--- src/rtl/serializer_if.sv ---
// Handshake bundle between a parallel word source and the serializer.
// The source drives the word, bit count and strobe; the serializer returns the serial stream.
interface serializer_if #(
  parameter int DATA_W = 16,
  parameter int MOD_W  = $clog2(DATA_W)
);

  logic [DATA_W-1:0] data_i;
  logic [MOD_W-1:0]  data_mod_i;
  logic              data_val_i;
  logic              ser_data_o;
  logic              ser_data_val_o;
  logic              busy_o;

  modport master (
    output data_i,
    output data_mod_i,
    output data_val_i,
    input  ser_data_o,
    input  ser_data_val_o,
    input  busy_o
  );

  modport slave (
    input  data_i,
    input  data_mod_i,
    input  data_val_i,
    output ser_data_o,
    output ser_data_val_o,
    output busy_o
  );

endinterface

--- src/rtl/serializer.sv ---
// Parallel-to-serial converter: captures a word plus bit count in one cycle and
// shifts it out MSB first, one valid-qualified bit per clock.
module serializer #(
  parameter int DATA_W  = 16,
  parameter int MOD_W   = $clog2(DATA_W),
  parameter int MIN_LEN = 3
) (
  input logic         clk_i,
  input logic         srst_i,
  serializer_if.slave bus
);

  typedef enum logic {
    IDLE,
    SHIFT
  } state_t;

  state_t            state;
  logic [DATA_W-1:0] shift_reg;
  logic [MOD_W-1:0]  bit_cnt;
  logic              ser_data;
  logic              ser_val;
  logic              mod_ok;
  logic [MOD_W-1:0]  last_idx;

  // A zero count means a full word; counts below MIN_LEN (other than zero) are dropped.
  always_comb begin
    mod_ok   = (bus.data_mod_i == '0) || (bus.data_mod_i >= MOD_W'(MIN_LEN));
    last_idx = (bus.data_mod_i == '0) ? MOD_W'(DATA_W - 1)
                                      : bus.data_mod_i - MOD_W'(1);
  end

  // The MSB goes straight to the output register on accept, so the shift register
  // holds only the bits still to come and the first bit appears one cycle later.
  always_ff @(posedge clk_i) begin
    if (srst_i) begin
      state     <= IDLE;
      shift_reg <= '0;
      bit_cnt   <= '0;
      ser_data  <= 1'b0;
      ser_val   <= 1'b0;
    end else begin
      case (state)
        IDLE: begin
          if (bus.data_val_i && mod_ok) begin
            state     <= SHIFT;
            shift_reg <= bus.data_i << 1;
            bit_cnt   <= last_idx;
            ser_data  <= bus.data_i[DATA_W-1];
            ser_val   <= 1'b1;
          end
        end
        SHIFT: begin
          if (bit_cnt == '0) begin
            state    <= IDLE;
            ser_data <= 1'b0;
            ser_val  <= 1'b0;
          end else begin
            shift_reg <= shift_reg << 1;
            bit_cnt   <= bit_cnt - MOD_W'(1);
            ser_data  <= shift_reg[DATA_W-1];
          end
        end
        default: begin
          state   <= IDLE;
          ser_val <= 1'b0;
        end
      endcase
    end
  end

  assign bus.ser_data_o     = ser_data;
  assign bus.ser_data_val_o = ser_val;
  assign bus.busy_o         = ser_val;

endmodule

--- src/flat_wrapper.sv ---
// flat-port wrapper written by rule: the top's interface ports become plain ports
module serializer_flat 
#(
  parameter int DATA_W  = 16,
  parameter int MOD_W   = $clog2(DATA_W),
  parameter int MIN_LEN = 3
)
  (clk_i, srst_i, bus_data_i, bus_data_mod_i, bus_data_val_i, bus_ser_data_o, bus_ser_data_val_o, bus_busy_o);
  serializer_if #(.DATA_W(DATA_W), .MOD_W(MOD_W)) bus_i ();
  input logic clk_i;
  input logic srst_i;
  input wire logic [$bits(bus_i.data_i)-1:0] bus_data_i;
  input wire logic [$bits(bus_i.data_mod_i)-1:0] bus_data_mod_i;
  input wire logic [$bits(bus_i.data_val_i)-1:0] bus_data_val_i;
  output wire logic [$bits(bus_i.ser_data_o)-1:0] bus_ser_data_o;
  output wire logic [$bits(bus_i.ser_data_val_o)-1:0] bus_ser_data_val_o;
  output wire logic [$bits(bus_i.busy_o)-1:0] bus_busy_o;
  assign bus_i.data_i = bus_data_i;
  assign bus_i.data_mod_i = bus_data_mod_i;
  assign bus_i.data_val_i = bus_data_val_i;
  assign bus_ser_data_o = bus_i.ser_data_o;
  assign bus_ser_data_val_o = bus_i.ser_data_val_o;
  assign bus_busy_o = bus_i.busy_o;
  serializer #(.DATA_W(DATA_W), .MOD_W(MOD_W), .MIN_LEN(MIN_LEN)) u_core (.clk_i(clk_i), .srst_i(srst_i), .bus(bus_i));
endmodule
--- config.mk ---
export PLATFORM = sky130hd
export DESIGN_NAME = serializer_flat
export DESIGN_NICKNAME = d
export VERILOG_FILES = /design/src/rtl/serializer_if.sv /design/src/rtl/serializer.sv /design/src/flat_wrapper.sv
export SDC_FILE = /design/constraint.sdc
export NUM_CORES = 1
export LEC_CHECK = 0
export ABC_AREA = 1
export CORE_ASPECT_RATIO = 1.75
export CORE_MARGIN = 2
export CORE_UTILIZATION = 45
export CTS_CLUSTER_SIZE = 12
export DETAILED_ROUTE_END_ITERATION = 10
export PLACE_DENSITY = 0.71
export SLEW_MARGIN = 20
export SYNTH_ARGS = -nofsm -noshare
export SYNTH_HDL_FRONTEND = slang
export SYNTH_SLANG_ARGS = --single-unit
--- constraint.sdc ---
create_clock -name clk_i -period 1.62 [get_ports clk_i]
set_input_delay 0.243 -clock clk_i [delete_from_list [all_inputs] [get_ports clk_i]]
set_output_delay 0.243 -clock clk_i [all_outputs]
set_load 0.1 [all_outputs]
======== Word-level counts from Yosys, hierarchy flattened ========
Index checks and enable logic that the tools add are counted.
word-level totals
  bits in registers ....................... 23
  input bits .............................. 23
  output and inout bits ................... 3
operators by class
  equal/unequal tests ..................... 3
  reduce and logical (&&, ||, !) cells .... 6
  add/subtract/negate cells ............... 2
  muxes and demuxes ....................... 16
  bitwise operators ....................... 1
  order comparisons ....................... 1
operators by type and width
  kind                                                  count
  2-to-1 mux 16 bit                                     2
  one-hot mux 16 bit (2 select lines)                   1
  2-to-1 mux 4 bit                                      3
  logical NOT 4 bit                                     2
  one-hot mux 4 bit (2 select lines)                    1
  subtractor 4 x 1 -> 4 bit (second input constant)     2
  2-to-1 mux 1 bit                                      6
  one-hot mux 1 bit (2 select lines)                    3
  >= comparator 4 x 2 -> 1 bit (second input constant)  1
  != test 2 bit (second input constant)                 2
  AND reduction 2 bit                                   2
  != test 2 x 1 -> 1 bit (second input constant)        1
  logical AND 1 bit                                     1
  logical OR 1 bit                                      1
  inverter 1 bit                                        1

======== Longest topological paths before layout ========
  word-level depth ........................ 5
  gate-level depth with buffers ........... 10
  mapped depth without buffers ............ 10

======== Worst setup path before layout ========
No wires, ideal clock.
  kind .................................... reg2out
  from .................................... reg u_core.ser_val (netlist: u_core.bus.busy_o)
  to ...................................... out bus_ser_data_val_o
  stages on the path, launching flop included .. 2
  setup slack ............................. 3 ps
  required time ........................... 1377 ps
  arrival ................................. 1374 ps
  cells stage by stage .................... dfxtp_1 buf_4
RTL lines
  what                    line                source
  start, declared         serializer.sv:22    logic ser_val;
  start signal, assigned  serializer.sv:41    ser_val <= 1'b0;
  start signal, assigned  serializer.sv:50    ser_val <= 1'b1;
  start signal, assigned  serializer.sv:57    ser_val <= 1'b0;
  end, declared           flat_wrapper.sv:16  output wire logic [$bits(bus_i.ser_data_val_o)-1:0] bus_ser_data_val_o;
No word-level cell between the ends.

======== Final worst setup path ========
  from .................................... in bus_data_mod_i[0]
  to ...................................... reg u_core.shift_reg[15]
between the ends
  longest elaborated chain between the ends .. 5
  elaborated cells between the ends (all ways) .. 6
  classes of those cells .................. order compare (1); eq/ne (1); reduce/logical (4)
ends and longest elaborated chain
  what                                                                      line                source
  start, declared                                                           flat_wrapper.sv:13  input wire logic [$bits(bus_i.data_mod_i)-1:0] bus_data_mod_i;
  >= comparator 4 x 2 -> 1 bit / logical NOT 4 bit (equally long branches)  serializer.sv:28    mod_ok = (bus.data_mod_i == '0) || (bus.data_mod_i >= MOD_W'(MIN_LEN));
  logical OR 1 bit (*)                                                      serializer.sv:28
  logical AND 1 bit (*)                                                     serializer.sv:45    if (bus.data_val_i && mod_ok) begin
  != test 2 x 1 -> 1 bit (no source line) (*)                               --
  AND reduction 2 bit (no source line) (*)                                  --
  end signal, assigned                                                      serializer.sv:47    shift_reg <= bus.data_i << 1;
  end signal, assigned                                                      serializer.sv:59    shift_reg <= shift_reg << 1;
  end, declared                                                             serializer.sv:19    logic [DATA_W-1:0] shift_reg;
Every way passes the cells marked *; elsewhere a longest branch is shown, timed or not.
A chain may end at the register's enable or synchronous reset.

==> reports/results.md <==
### Outcome
- **run status** finished, final reports clean

### Placement
- **Detail Placement HPWL** 2219 um
- **I/O Buffers** 25
- **final weighted congestion of routability-driven global placement** 0.8237

### Cells and area
- **final antenna diode count** 0
- **most common cell after layout, fill and taps aside** sky130_fd_sc_hd__nand2_1
- **Layout area overhead** 28.99%
- **fraction of final layout cells sized beyond drive strength 1** 20.60%
- **final-stage net count** 260
- **max reg flops** 15
- **most frequent cells in the layout** sky130_fd_sc_hd__nand2_1 (53), sky130_fd_sc_hd__nand3_1 (23), sky130_fd_sc_hd__clkdlybuf4s50_1 (22), sky130_fd_sc_hd__dfxtp_1 (22), sky130_fd_sc_hd__inv_1 (19)

### Power and ir drop
- **clock network power share** 28.7%
- **combinational share of power** 35.0%
- **cell leakage power** 0.8293 nW
- **internal power summed over all cells** 0.001212 W
- **power spent charging and discharging nets** 0.0005878 W
- **Power per Cell Area** 1010 nW/um^2
- **switching fraction of total power** 32.67%
- **peak ir drop on the vdd network** 0.7226 mV
- **sequential share of power** 36.3%

### Global route
- **largest net degree at the start of global routing** 19
- **number of antenna violations at the first check in global routing** 0
- **global-route total usage across every layer** 18.43%
- **wire length of the first global-routing pass** 4933 um
- **via count of the first global-routing pass** 1,236
- **sum of overflow across all layers after global routing** 0

### Critical path
- **startpoint type of the worst setup path** input port
- **instance count on the critical path** 10
- **cell seen most often among critical-path stages** sky130_fd_sc_hd__nor2_1
- **Bufs and invs on worst path** 3
- **endpoint arrival time on the critical path** 1730 ps
- **R2R depth** 8
- **largest fanout of any net on the critical path** 17
- **Critical-path top delay cell** sky130_fd_sc_hd__clkdlybuf4s50_1
- **CP top delay family** buffers and inverters
- **longest individual stage delay on the worst path** 480 ps
- **critical path type** input port to register
- **data required time of the critical path** 1830 ps
- **type of element capturing the critical path** register
- **critical path, cell by cell** clkdlybuf4s50_1 -> inv_1 -> ha_1 -> nor2_1 -> nand2_2 -> nand3_4 -> nand2_4 -> inv_6 -> nor2_1 -> nor2_1

### Job
- **Max Cap Viol** 0

### Clock tree
- **hold buffers post-CTS** 0
- **number of clock sinks** 22
- **TritonCTS clock tree** built
- **number of clock buffers inserted by TritonCTS** 3
- **H-tree level count** 1
- **post-CTS clock slew at the launch and capture registers of the worst setup and hold paths** 90 ps
- **count of buffers added by post-CTS timing repair for setup** 0
- **number of resized instances in the post-cts repair step** 0
- **clock network latency to the later pin of the worst-skew pair** 270 ps
- **root buf cell** sky130_fd_sc_hd__clkbuf_8
- **maximum buffer depth of the clock tree** 2

### Die
- **overall die area** 3546 sq um
- **die extent in y** 77.29 um
- **core region area** 2928 sq um
- **Std-Cell Rows** 26
- **width of the die** 45.88 um
- **initial core utilization** 47.18%
- **number of primary I/O pins** 26

### Synthesis
- **post-synthesis sequential area ratio** 31.88%
- **syn_nets** 229
- **Cells after Synth** 203
- **area of the mapped netlist** 1381 sq um
- **share of the synthesized area in the top cell type** 31.88%
- **distinct cell type count of the synthesized netlist** 28
- **most area-consuming cells after synthesis** sky130_fd_sc_hd__dfxtp_1 (32%), sky130_fd_sc_hd__nand2_1 (14%), sky130_fd_sc_hd__nand3_1 (8.3%)
- **post-synthesis average cell area** 6.805 sq um
- **Yosys warning count** 0
- **library cell with the largest summed area after synthesis** sky130_fd_sc_hd__dfxtp_1
- **Synth Register Bits** 22

### Timing
- **Slew Limit Headroom** 83.23%
- **WHS** 494.0 ps
- **number of endpoints failing setup at the final stage** 0
- **RSZ-0062 raised after global routing** false
- **final hold violation count** 0
- **Max Clock Skew** 9.061 ps
- **transition time of the tightest slew-check pin** 248.9 ps
- **final setup TNS** 0 ps
- **peak clock frequency supported by timing** 659.6 MHz
- **Min Clock Period, post-route** 1516 ps
- **Final Cycle Share** 93.58%
- **total count of max-transition violations in the final report** 0

### Routing
- **first-pass iteration count of the detailed router** 4
- **DRC violations left** 0
- **post-DR wirelength/cell** 11.07 um
- **count of antenna-violating nets left after detailed routing** 0
- **number of DRC markers after the initial detailed-route iteration** 28
- **vias after detailed routing** 1,269
- **vias per cell** 4.862
- **DRT Wirelength** 2889 um

### Worst hold path
- **worst min-delay path category** register to register
- **number of instances on the worst hold path** 2

## metrics by stage
| step | std cells | power, W | worst slack, ps | utilization [%] | instance area (sq um) |
|---|---|---|---|---|---|
| after floorplan | 203 | 0.001136 | 3.120 | - | 1381 |
| after global placement | 257 | 0.001293 | -169.7 | 58.42 | 1710 |
| after detailed placement | 257 | 0.001302 | -188.7 | 58.42 | 1710 |
| after CTS | 261 | 0.001821 | 88.51 | 60.85 | 1782 |
| after global routing | 261 | 0.001913 | 29.07 | 60.85 | 1782 |
| final | 261 | 0.001799 | 104.0 | 60.85 | 1782 |
## tightest hold or removal path, delay by kind of cell (launching register included)
| kind | cells | cell delay [ps] |
|---|---|---|
| flip-flops | 1 | 320 |
| AND/OR/NAND/NOR | 1 | 80 |
| AO/OA/AOI/OAI | 1 | 60 |
## per-layer routing
metal  vias to the layer above  global-route usage (%)  routed length, um
li1                        692                       -                  -
met1                       555                   19.39               1171
met2                        17                   32.92               1593
met3                         5                   2.118                 60
met4                         0                   9.429                 64
met5                         -                       0                  0
## cells by family (layout without fill, tap and decap cells)
kind of cell    after synthesis  after routing  share of synthesized area (%)
compound gates               19             19                          7.699
xor+xnor                      1              1                         0.6342
fa+ha+maj                     3              3                          2.718
buf+inv                      34             64                          12.95
flops                        22             22                          31.88
mux                           1              1                         0.7247
simple gates                123            123                          43.39
## area by class of cell
type	count	area, sq um
Inverter	24	97.59
Clock inverter	1	30.03
Sequential cell	22	440.4
Multi-Input combinational cell	147	762.0
Fill cell	286	1146
Clock buffer	3	41.29
Timing Repair Buffer	36	375.4
Tap cell	28	35.03
## power groups by stage
stage               sequential [W]  combinational, W  clock (W)
floorplan                 0.000688          0.000448          0
global placement          0.000667          0.000627          0
detailed placement        0.000667          0.000635          0
CTS                       0.000654          0.000639   0.000527
global route              0.000662          0.000702   0.000550
finish                    0.000653          0.000629   0.000517
## final timing paths
| check | startpoint | endpoint | slack [ps] |
|---|---|---|---|
| worst max-delay path | bus_data_mod_i[0] | u_core.shift_reg[15] | 100 |
| worst min-delay path | u_core.shift_reg[1] | u_core.shift_reg[1] | 490 |
| worst max register to register | u_core.bit_cnt[0] | u_core.shift_reg[15] | 190 |
| worst min register to register | u_core.shift_reg[1] | u_core.shift_reg[1] | 490 |
## Yosys cell counts
cell	instances
sky130_fd_sc_hd__buf_6	1
sky130_fd_sc_hd__nand2_1	53
sky130_fd_sc_hd__dfxtp_1	22
sky130_fd_sc_hd__a21oi_4	1
sky130_fd_sc_hd__inv_4	1
sky130_fd_sc_hd__ha_1	3
sky130_fd_sc_hd__clkbuf_2	1
sky130_fd_sc_hd__inv_6	1
sky130_fd_sc_hd__inv_1	19
sky130_fd_sc_hd__buf_2	3
sky130_fd_sc_hd__nand3b_1	2
sky130_fd_sc_hd__a21oi_1	3
sky130_fd_sc_hd__nand3_1	23
sky130_fd_sc_hd__buf_4	4
sky130_fd_sc_hd__nand2_4	2
sky130_fd_sc_hd__o21ai_0	15
sky130_fd_sc_hd__nor2_2	18
sky130_fd_sc_hd__buf_12	1
sky130_fd_sc_hd__clkinv_1	1
sky130_fd_sc_hd__inv_2	2
sky130_fd_sc_hd__nor2_4	1
sky130_fd_sc_hd__nand3_2	2
sky130_fd_sc_hd__nand2_2	1
sky130_fd_sc_hd__xnor2_1	1
sky130_fd_sc_hd__nand3_4	1
sky130_fd_sc_hd__nor2_1	18
sky130_fd_sc_hd__nand4_1	2
sky130_fd_sc_hd__mux2i_1	1
No activity file was read; power rests on OpenSTA's default activity.
